### config.mk
export PLATFORM = sky130hd
export DESIGN_NAME = lock_sequencer
export DESIGN_NICKNAME = d
export VERILOG_FILES = /design/src/rtl/lock_sequencer.sv
export SDC_FILE = /design/constraint.sdc
export NUM_CORES = 1
export LEC_CHECK = 0
export ABC_AREA = 1
export CAP_MARGIN = 20
export CORE_MARGIN = 10
export CORE_UTILIZATION = 50
export CTS_BUF_LIST = sky130_fd_sc_hd__clkbuf_8
export DETAILED_ROUTE_END_ITERATION = 12
export GPL_ROUTABILITY_DRIVEN = 0
export GPL_TIMING_DRIVEN = 1
export PLACE_DENSITY = 0.77
export SYNTH_ARGS = -nofsm -noshare
export SYNTH_HDL_FRONTEND = slang
export SYNTH_SLANG_ARGS = --single-unit
### constraint.sdc
create_clock -name clk -period 2.6 [get_ports clk]
set_input_delay 0.65 -clock clk [delete_from_list [all_inputs] [get_ports clk]]
set_output_delay 0.65 -clock clk [all_outputs]
set_load 0.1 [all_outputs]
### src/rtl/lock_sequencer.sv
// rtl/lock_sequencer.sv - door-lock servo command sequencer with settle hold-off, auto-relock and lock abort
module lock_sequencer #(
  parameter int unsigned CLK_HZ    = 25_000_000,
  parameter int unsigned SETTLE_MS = 500,
  parameter int unsigned RELOCK_MS = 10_000
) (
  input  logic       clk,
  input  logic       rst_n,
  input  logic       cmd_valid,
  input  logic       cmd_lock,
  input  logic       door_closed,
  output logic       cmd_ready,
  output logic       lock,
  output logic       done,
  output logic       err,
  output logic       auto_relock,
  output logic [1:0] state
);

  localparam logic [31:0] SETTLE_TICKS = 32'((CLK_HZ / 1000) * SETTLE_MS);
  localparam logic [31:0] RELOCK_TICKS = 32'((CLK_HZ / 1000) * RELOCK_MS);
  localparam logic [31:0] SETTLE_LAST  = SETTLE_TICKS - 32'd1;
  localparam logic [31:0] RELOCK_LAST  = RELOCK_TICKS - 32'd1;

  typedef enum logic [1:0] {
    S_LOCKED    = 2'd0,
    S_UNLOCKING = 2'd1,
    S_UNLOCKED  = 2'd2,
    S_LOCKING   = 2'd3
  } state_t;

  state_t      state_q, state_d;
  logic        lock_q, lock_d;
  logic        done_q, done_d;
  logic        err_q, err_d;
  logic        relock_q, relock_d;
  logic [31:0] cnt_q, cnt_d;
  logic        dc_meta_q;
  logic        dc_s_q;
  logic        accept;

  // Commands are only taken while the servo is parked in an end position.
  assign cmd_ready   = (state_q == S_LOCKED) || (state_q == S_UNLOCKED);
  assign accept      = cmd_valid && cmd_ready;
  assign lock        = lock_q;
  assign done        = done_q;
  assign err         = err_q;
  assign auto_relock = relock_q;
  assign state       = state_q;

  // Next-state, counter and pulse decode; every state change clears the counter.
  always_comb begin
    state_d  = state_q;
    lock_d   = lock_q;
    cnt_d    = cnt_q;
    done_d   = 1'b0;
    err_d    = 1'b0;
    relock_d = 1'b0;
    case (state_q)
      S_LOCKED: begin
        if (accept) begin
          if (cmd_lock) begin
            done_d = 1'b1;
          end else begin
            state_d = S_UNLOCKING;
            lock_d  = 1'b0;
            cnt_d   = '0;
          end
        end
      end
      S_UNLOCKING: begin
        if (cnt_q == SETTLE_LAST) begin
          state_d = S_UNLOCKED;
          done_d  = 1'b1;
          cnt_d   = '0;
        end else begin
          cnt_d = cnt_q + 32'd1;
        end
      end
      S_UNLOCKED: begin
        // An accepted command always beats a relock expiry in the same cycle.
        if (accept) begin
          if (!cmd_lock) begin
            done_d = 1'b1;
            cnt_d  = '0;
          end else if (dc_s_q) begin
            state_d = S_LOCKING;
            lock_d  = 1'b1;
            cnt_d   = '0;
          end else begin
            err_d = 1'b1;
          end
        end else if (dc_s_q) begin
          if (cnt_q == RELOCK_LAST) begin
            state_d  = S_LOCKING;
            lock_d   = 1'b1;
            relock_d = 1'b1;
            cnt_d    = '0;
          end else begin
            cnt_d = cnt_q + 32'd1;
          end
        end else begin
          cnt_d = '0;
        end
      end
      S_LOCKING: begin
        // Door opening mid-travel backs the bolt out, even on the final settle cycle.
        if (!dc_s_q) begin
          state_d = S_UNLOCKING;
          lock_d  = 1'b0;
          err_d   = 1'b1;
          cnt_d   = '0;
        end else if (cnt_q == SETTLE_LAST) begin
          state_d = S_LOCKED;
          done_d  = 1'b1;
          cnt_d   = '0;
        end else begin
          cnt_d = cnt_q + 32'd1;
        end
      end
      default: begin
        state_d = S_LOCKED;
        lock_d  = 1'b1;
        cnt_d   = '0;
      end
    endcase
  end

  // State, registered outputs, counter and door sensor synchronizer.
  always_ff @(posedge clk or negedge rst_n) begin
    if (!rst_n) begin
      state_q   <= S_LOCKED;
      lock_q    <= 1'b1;
      done_q    <= 1'b0;
      err_q     <= 1'b0;
      relock_q  <= 1'b0;
      cnt_q     <= '0;
      dc_meta_q <= 1'b0;
      dc_s_q    <= 1'b0;
    end else begin
      state_q   <= state_d;
      lock_q    <= lock_d;
      done_q    <= done_d;
      err_q     <= err_d;
      relock_q  <= relock_d;
      cnt_q     <= cnt_d;
      dc_meta_q <= door_closed;
      dc_s_q    <= dc_meta_q;
    end
  end

endmodule

==> metrics, run 1 <==
run status completed; RSZ-0062 raised after global routing no; WL per Instance ~13 um; final setup fails 0; CP Launch Type input pin; Worst Tran Pin Value around 500 ps; Post-synth EDFFs 0; Worst Hold Class input pin to asynchronous set/reset pin; initial antenna violation count 0; Unique masters post-synth 31; grt total ovfl 0; die footprint 8360 um2; Post-DRT Antenna Nets 0; Fin. Hold Viols 0; Cell Pwr Density roughly 770 nW/um2; layout cell share with drive strength beyond 1 a little over 10%; PortBufs 11; Finished Layout Cells ~450; largest net degree at the start of global routing 26; syn_nets 371; clock share of power 19.0%; vias about 2400; crit path kind input pin to flip-flop; Layout area overhead 11.1%; Yosys warnings 0; chip height 91.4 um; Pleak around 0.0013 uW; Crit Path Max Fanout 10; Final period util 86.1%; # H-tree levels 2; CTS root buffer clkbuf_8; Final Skew just under 8 ps; 1st-iter DRT viols about 170; CTS tree built; Final Power 2190 uW; CP Capture Type flip-flop; number of global-route vias before repair 2221; final setup margin roughly 360 ps; GRT Total Usage between 10% and 20%; TritonCTS buffer count 5; Seq/Total Area, Yosys between 30% and 40%; Starting Density a little over half; clk slew on worst S/H paths about 80 ps; Net Switching 1010 uW; drt via density roughly 5.3; setup TNS 0 ps; post-cts resize count 0; Max Cap Viol 0; Max Slew Vio Count 0; first-pass GRT wire length between 10 and 15 mm; Pint between 1000 and 1500 uW; CTS Sinks 40; Data arrival, critical path 2470 ps; Placed Cells ~440; Logic pwr share between 40% and 50%; switching part of the total power a little under half; post-layout util between 50 and 60%; post-synthesis instance total 361; final wirelength around 5.8 mm; Synth Flop Type dfrtp_1; Core ar. between 4000 and 5000 um2; Min Clock Period, post-route 2240 ps; Core Rows 25; IO Pins 12; dpl ws 76.8 ps; Req. time, crit path approximately 2800 ps; CTS max path bufs 2; relative slew slack 67.4%; Hold-fix buffers, CTS 0; post-DP HPWL roughly 4.5 mm; Pre-Repair DR Iteration Count 5; Layout Nets slightly below 400; register share of total power about a third; synthesized flop and latch total 40; Setup Fix Bufs, Post-CTS 0; Mapped Area 2550 um2; Antenna Cells 0; FMAX around 450 MHz; Horiz. Die Dim a little over 90 um; share of flip-flops with an asynchronous set or reset 100%; syn_area_per_cell just over 7 um2; DRC Markers 0; maximum VDD drop approximately 0.00046 V; latest clock arrival within the worst-skew pair between 200 and 300 ps
[power by group through the flow]
| stage | registers [uW] | clock network [uW] | logic (uW) |
|---|---|---|---|
| finish | 708 | 417 | 1070 |
| CTS | 707 | 428 | 1080 |
| floorplan | 921 | 0 | 608 |
| global route | 715 | 450 | 1170 |
| detailed placement | 720 | 0 | 1080 |
| global placement | 719 | 0 | 1070 |
[cells in the final DEF (no fill, tap or decap), types with 2 or more instances in the layout]
cell type         n
o21ai_0          12
nand2_1          99
buf_4             9
nor3_1            6
nand2_2           4
dfrtp_1          37
nand4_1          16
ha_1              5
clkbuf_8          6
nor2_1           71
xor2_1           10
nor3_2            2
dfrtp_2           2
nand2_4           2
buf_12            2
clkdlybuf4s50_1   3
a21oi_1           4
nor2_2            3
inv_1            44
nand3_1          25
nor2_4            4
xnor2_1           2
[critical path, cell delays in order]
cell             delay [ps]
clkdlybuf4s50_1         500
inv_1                   100
nor2_1                  100
nor2_1                   80
nor2_4                  260
nand2_1                 170
nor2_1                  230
nand2_1                 100
nor2_1                   90
o21ai_0                  80
nor2_1                  110
[registers in the layout, summed over array words and instances, names as in the netlist]
register	flops
auto_relock	1
cnt_q	32
dc_meta_q	1
dc_s_q	1
done	1
err	1
lock	1
state	2
[cell usage after synthesis, types with 2 or more instances]
| cell type | number | share of area (%) |
|---|---|---|
| a21oi_1 | 4 | 0.79 |
| buf_6 | 2 | 0.88 |
| dfrtp_1 | 39 | 38 |
| ha_1 | 5 | 2.5 |
| inv_1 | 42 | 6.2 |
| nand2_1 | 99 | 15 |
| nand2_2 | 4 | 0.98 |
| nand2_4 | 2 | 0.88 |
| nand3_1 | 25 | 4.9 |
| nand4_1 | 16 | 3.9 |
| nor2_1 | 71 | 10 |
| nor2_2 | 3 | 0.74 |
| nor2_4 | 4 | 1.8 |
| nor3_1 | 6 | 1.2 |
| nor3_2 | 2 | 0.79 |
| o21ai_0 | 12 | 2.4 |
| xnor2_1 | 2 | 0.69 |
| xor2_1 | 10 | 3.4 |
[stage by stage]
| stage | hold slack [ps] | instance area, um2 |
|---|---|---|
| 6_report | 310 | 2830 |
| 5_1_grt | 351 | 2830 |
| 4_1_cts | 339 | 2830 |
| 3_5_place_dp | 338 | 2740 |
| 3_3_place_gp | 335 | 2740 |
| 2_1_floorplan | 331 | 2550 |
[cells by family after synthesis]
logic type | count (synthesis) | share of synthesized area, %
buf+inv | 46 | 7.56
xor+xnor | 12 | 4.12
fa+ha+maj | 5 | 2.45
simple gates | 237 | 41.7
flops | 40 | 39.3
compound gates | 21 | 4.91
[final timing paths]
path	from	slack [ps]	depth (start not counted)	end
worst min-delay path	rst_n	310	1	cnt_q[11]
min in group clk	dc_meta_q	350	0	dc_s_q
worst max register to register	state[0]	410	11	cnt_q[18]
worst min register to register	dc_meta_q	350	0	dc_s_q
worst max-delay path	cmd_valid	360	11	cnt_q[18]
max in group asynchronous	rst_n	1640	2	cnt_q[30]
[final cells by class]
cell class / count / area, um2
Clock inverter: 2 / 7.51
Sequential cell: 40 / 1000
Tap cell: 67 / 83.8
Timing Repair Buffer: 15 / 143
Inverter: 42 / 158
Clock buffer: 6 / 82.6
Multi-Input combinational cell: 275 / 1360
Fill cell: 474 / 1980
[routing by layer]
layer	share of wire, %	GRT usage [%]	vias up
li1	-	-	1177
met1	48	19.5	1113
met2	46	21.7	50
met3	5.5	2.96	11
met4	1.2	4.70	0
met5	0	0	-
(Power assumes the default switching activity.)
==> run 2, diff against run 1 <==
PLACE_DENSITY = 0.69   (was 0.77)
clock period = 1.96 ns   (was 2.6 ns; I/O delays follow)
==> metrics, run 2 (synthesized netlist as in run 1, its figures left out) <==
Final period util a little over nine tenths; CTS max path bufs 2 (unchanged); Pre-Repair DR Iteration Count 6 (+1); layout cell share with drive strength beyond 1 19.2% (+8.9 points); Core Rows 25 (unchanged); # H-tree levels 2 (unchanged); 1st-iter DRT viols 151 (-12%); CTS Sinks 40 (unchanged); Starting Density 52.9% (unchanged); RSZ-0062 raised after global routing yes; number of global-route vias before repair 2280 (+2.7%); max FFs per register 32 (unchanged); PortBufs 11 (unchanged); crit path kind flip-flop to primary output; CP Capture Type primary output; Worst Hold Class input pin to asynchronous set/reset pin; Horiz. Die Dim 91.4 um (unchanged); final setup fails 0 (unchanged); Final Skew 5.02 ps (-2.85 ps); maximum VDD drop 0.00101 V (+120%); Top reg by flops cnt_q; drt via density 5.20 (-1.2%); Pleak 0.00142 uW (+11%); Max Cap Viol 0 (unchanged); Crit Path Max Fanout 5 (-5); IO Pins 12 (unchanged); Final Power 3410 uW (+55%); worst reg2reg startpoint state[0]; Layout area overhead 24.0%; post-DP HPWL 5.03 mm (+12%); final wirelength 6.39 mm (+11%); relative slew slack 67.8% (+0.43 points); FMAX 529 MHz; clk slew on worst S/H paths 80 ps (about the same); chip height 91.4 um (unchanged); most common cell after layout, fill and taps aside nand2_1; Req. time, crit path 1470 ps (-1360 ps); Layout Nets 411 (+5.7%); TritonCTS buffer count 5 (unchanged); CTS tree built; setup TNS 0 ps (unchanged); Worst R2R Path Depth 9 (-2); Data arrival, critical path 1400 ps (-1070 ps); CP Launch Type flip-flop; Antenna Cells 0 (unchanged); Post-DRT Antenna Nets 0 (unchanged); Min Clock Period, post-route 1890 ps; Core ar. 4820 um2 (unchanged); die footprint 8360 um2 (unchanged); grt total ovfl 0 (unchanged); Cell Pwr Density 1080 nW/um2 (+39%); vias 2437 (+3.7%); WL per Instance 13.6 um (+5.8%); FF-to-FF setup slack 120 ps (-290 ps); initial antenna violation count 0 (unchanged); largest net degree at the start of global routing 26 (unchanged); CTS root buffer clkbuf_8; latest clock arrival within the worst-skew pair 300 ps (about the same); GRT Total Usage 15.7% (+1.4 points); first-pass GRT wire length 10.8 mm (+7.3%); most frequent cells in the layout nand2_1, nor2_1, inv_1, dfrtp_1, nand3_1; DRC Markers 0 (unchanged); RR Endpoint cnt_q[19]; Worst Tran Pin Value 483 ps (-6.40 ps); Max Slew Vio Count 0 (unchanged); run status completed; Fin. Hold Viols 0 (unchanged)
[run 2: area by class of cell]
class / count / area (um2)
fill: 428 / 1660
multi-input combinational: 275 / 1420
sequential: 40 / 1010
timing repair buffer: 37 / 395
inverter: 42 / 164
tap: 67 / 83.8
clock buffer: 6 / 82.6
clock inverter: 2 / 7.51
[run 2: report_power, final]
| group | internal (uW) | switching [uW] |
|---|---|---|
| combinational | 720 | 1170 |
| clock | 277 | 289 |
| sequential | 899 | 53.3 |
[run 2: how the worst max path moves through the flow]
stage,startpoint,end,slack (ps),cells past startpoint
global route,cmd_valid,cnt_q[26],-30,11
global placement,cmd_valid,cnt_q[18],-230,12
CTS,state[1],cnt_q[5],50,11
finish,state[1],cmd_ready,70,5
detailed placement,cmd_valid,cnt_q[18],-240,12
floorplan,state[0],cnt_q[29],3,13
[run 2: metal layers]
layer / share of wire (%) / up-vias / global-route usage, %
met5: 0 / - / 0
met4: 1.6 / 0 / 4.31
met3: 6.2 / 12 / 3.79
met2: 46 / 84 / 24.6
met1: 46 / 1123 / 20.8
li1: - / 1218 / -
[run 2: through the flow]
stage	utilization [%]	setup slack, ps	cells	hold WS, ps	area (um2)
final	65.6	68.0	469	147	3160
after CTS	64.8	50.9	468	164	3120
after detailed placement	62.5	-243	457	342	3010
after floorplan	-	2.58	361	194	2600
after global placement	62.5	-231	457	344	3010
after global routing	65.6	-32.9	469	188	3160
[run 2: repair_timing]
action | in CTS | in global routing
setup endpoints to repair | 1 | 11
hold buffers | 0 | 0
pin swaps | 1 | 3
gates resized for setup | 0 | 12
setup buffers | 4 | 1
[run 2: critical path, cell delays in order, from the launching register on]
cell,delay [ps]
dfrtp_4,450
inv_2,60
ha_4,180
nor2_4,140
clkinvlp_4,110
buf_12,170
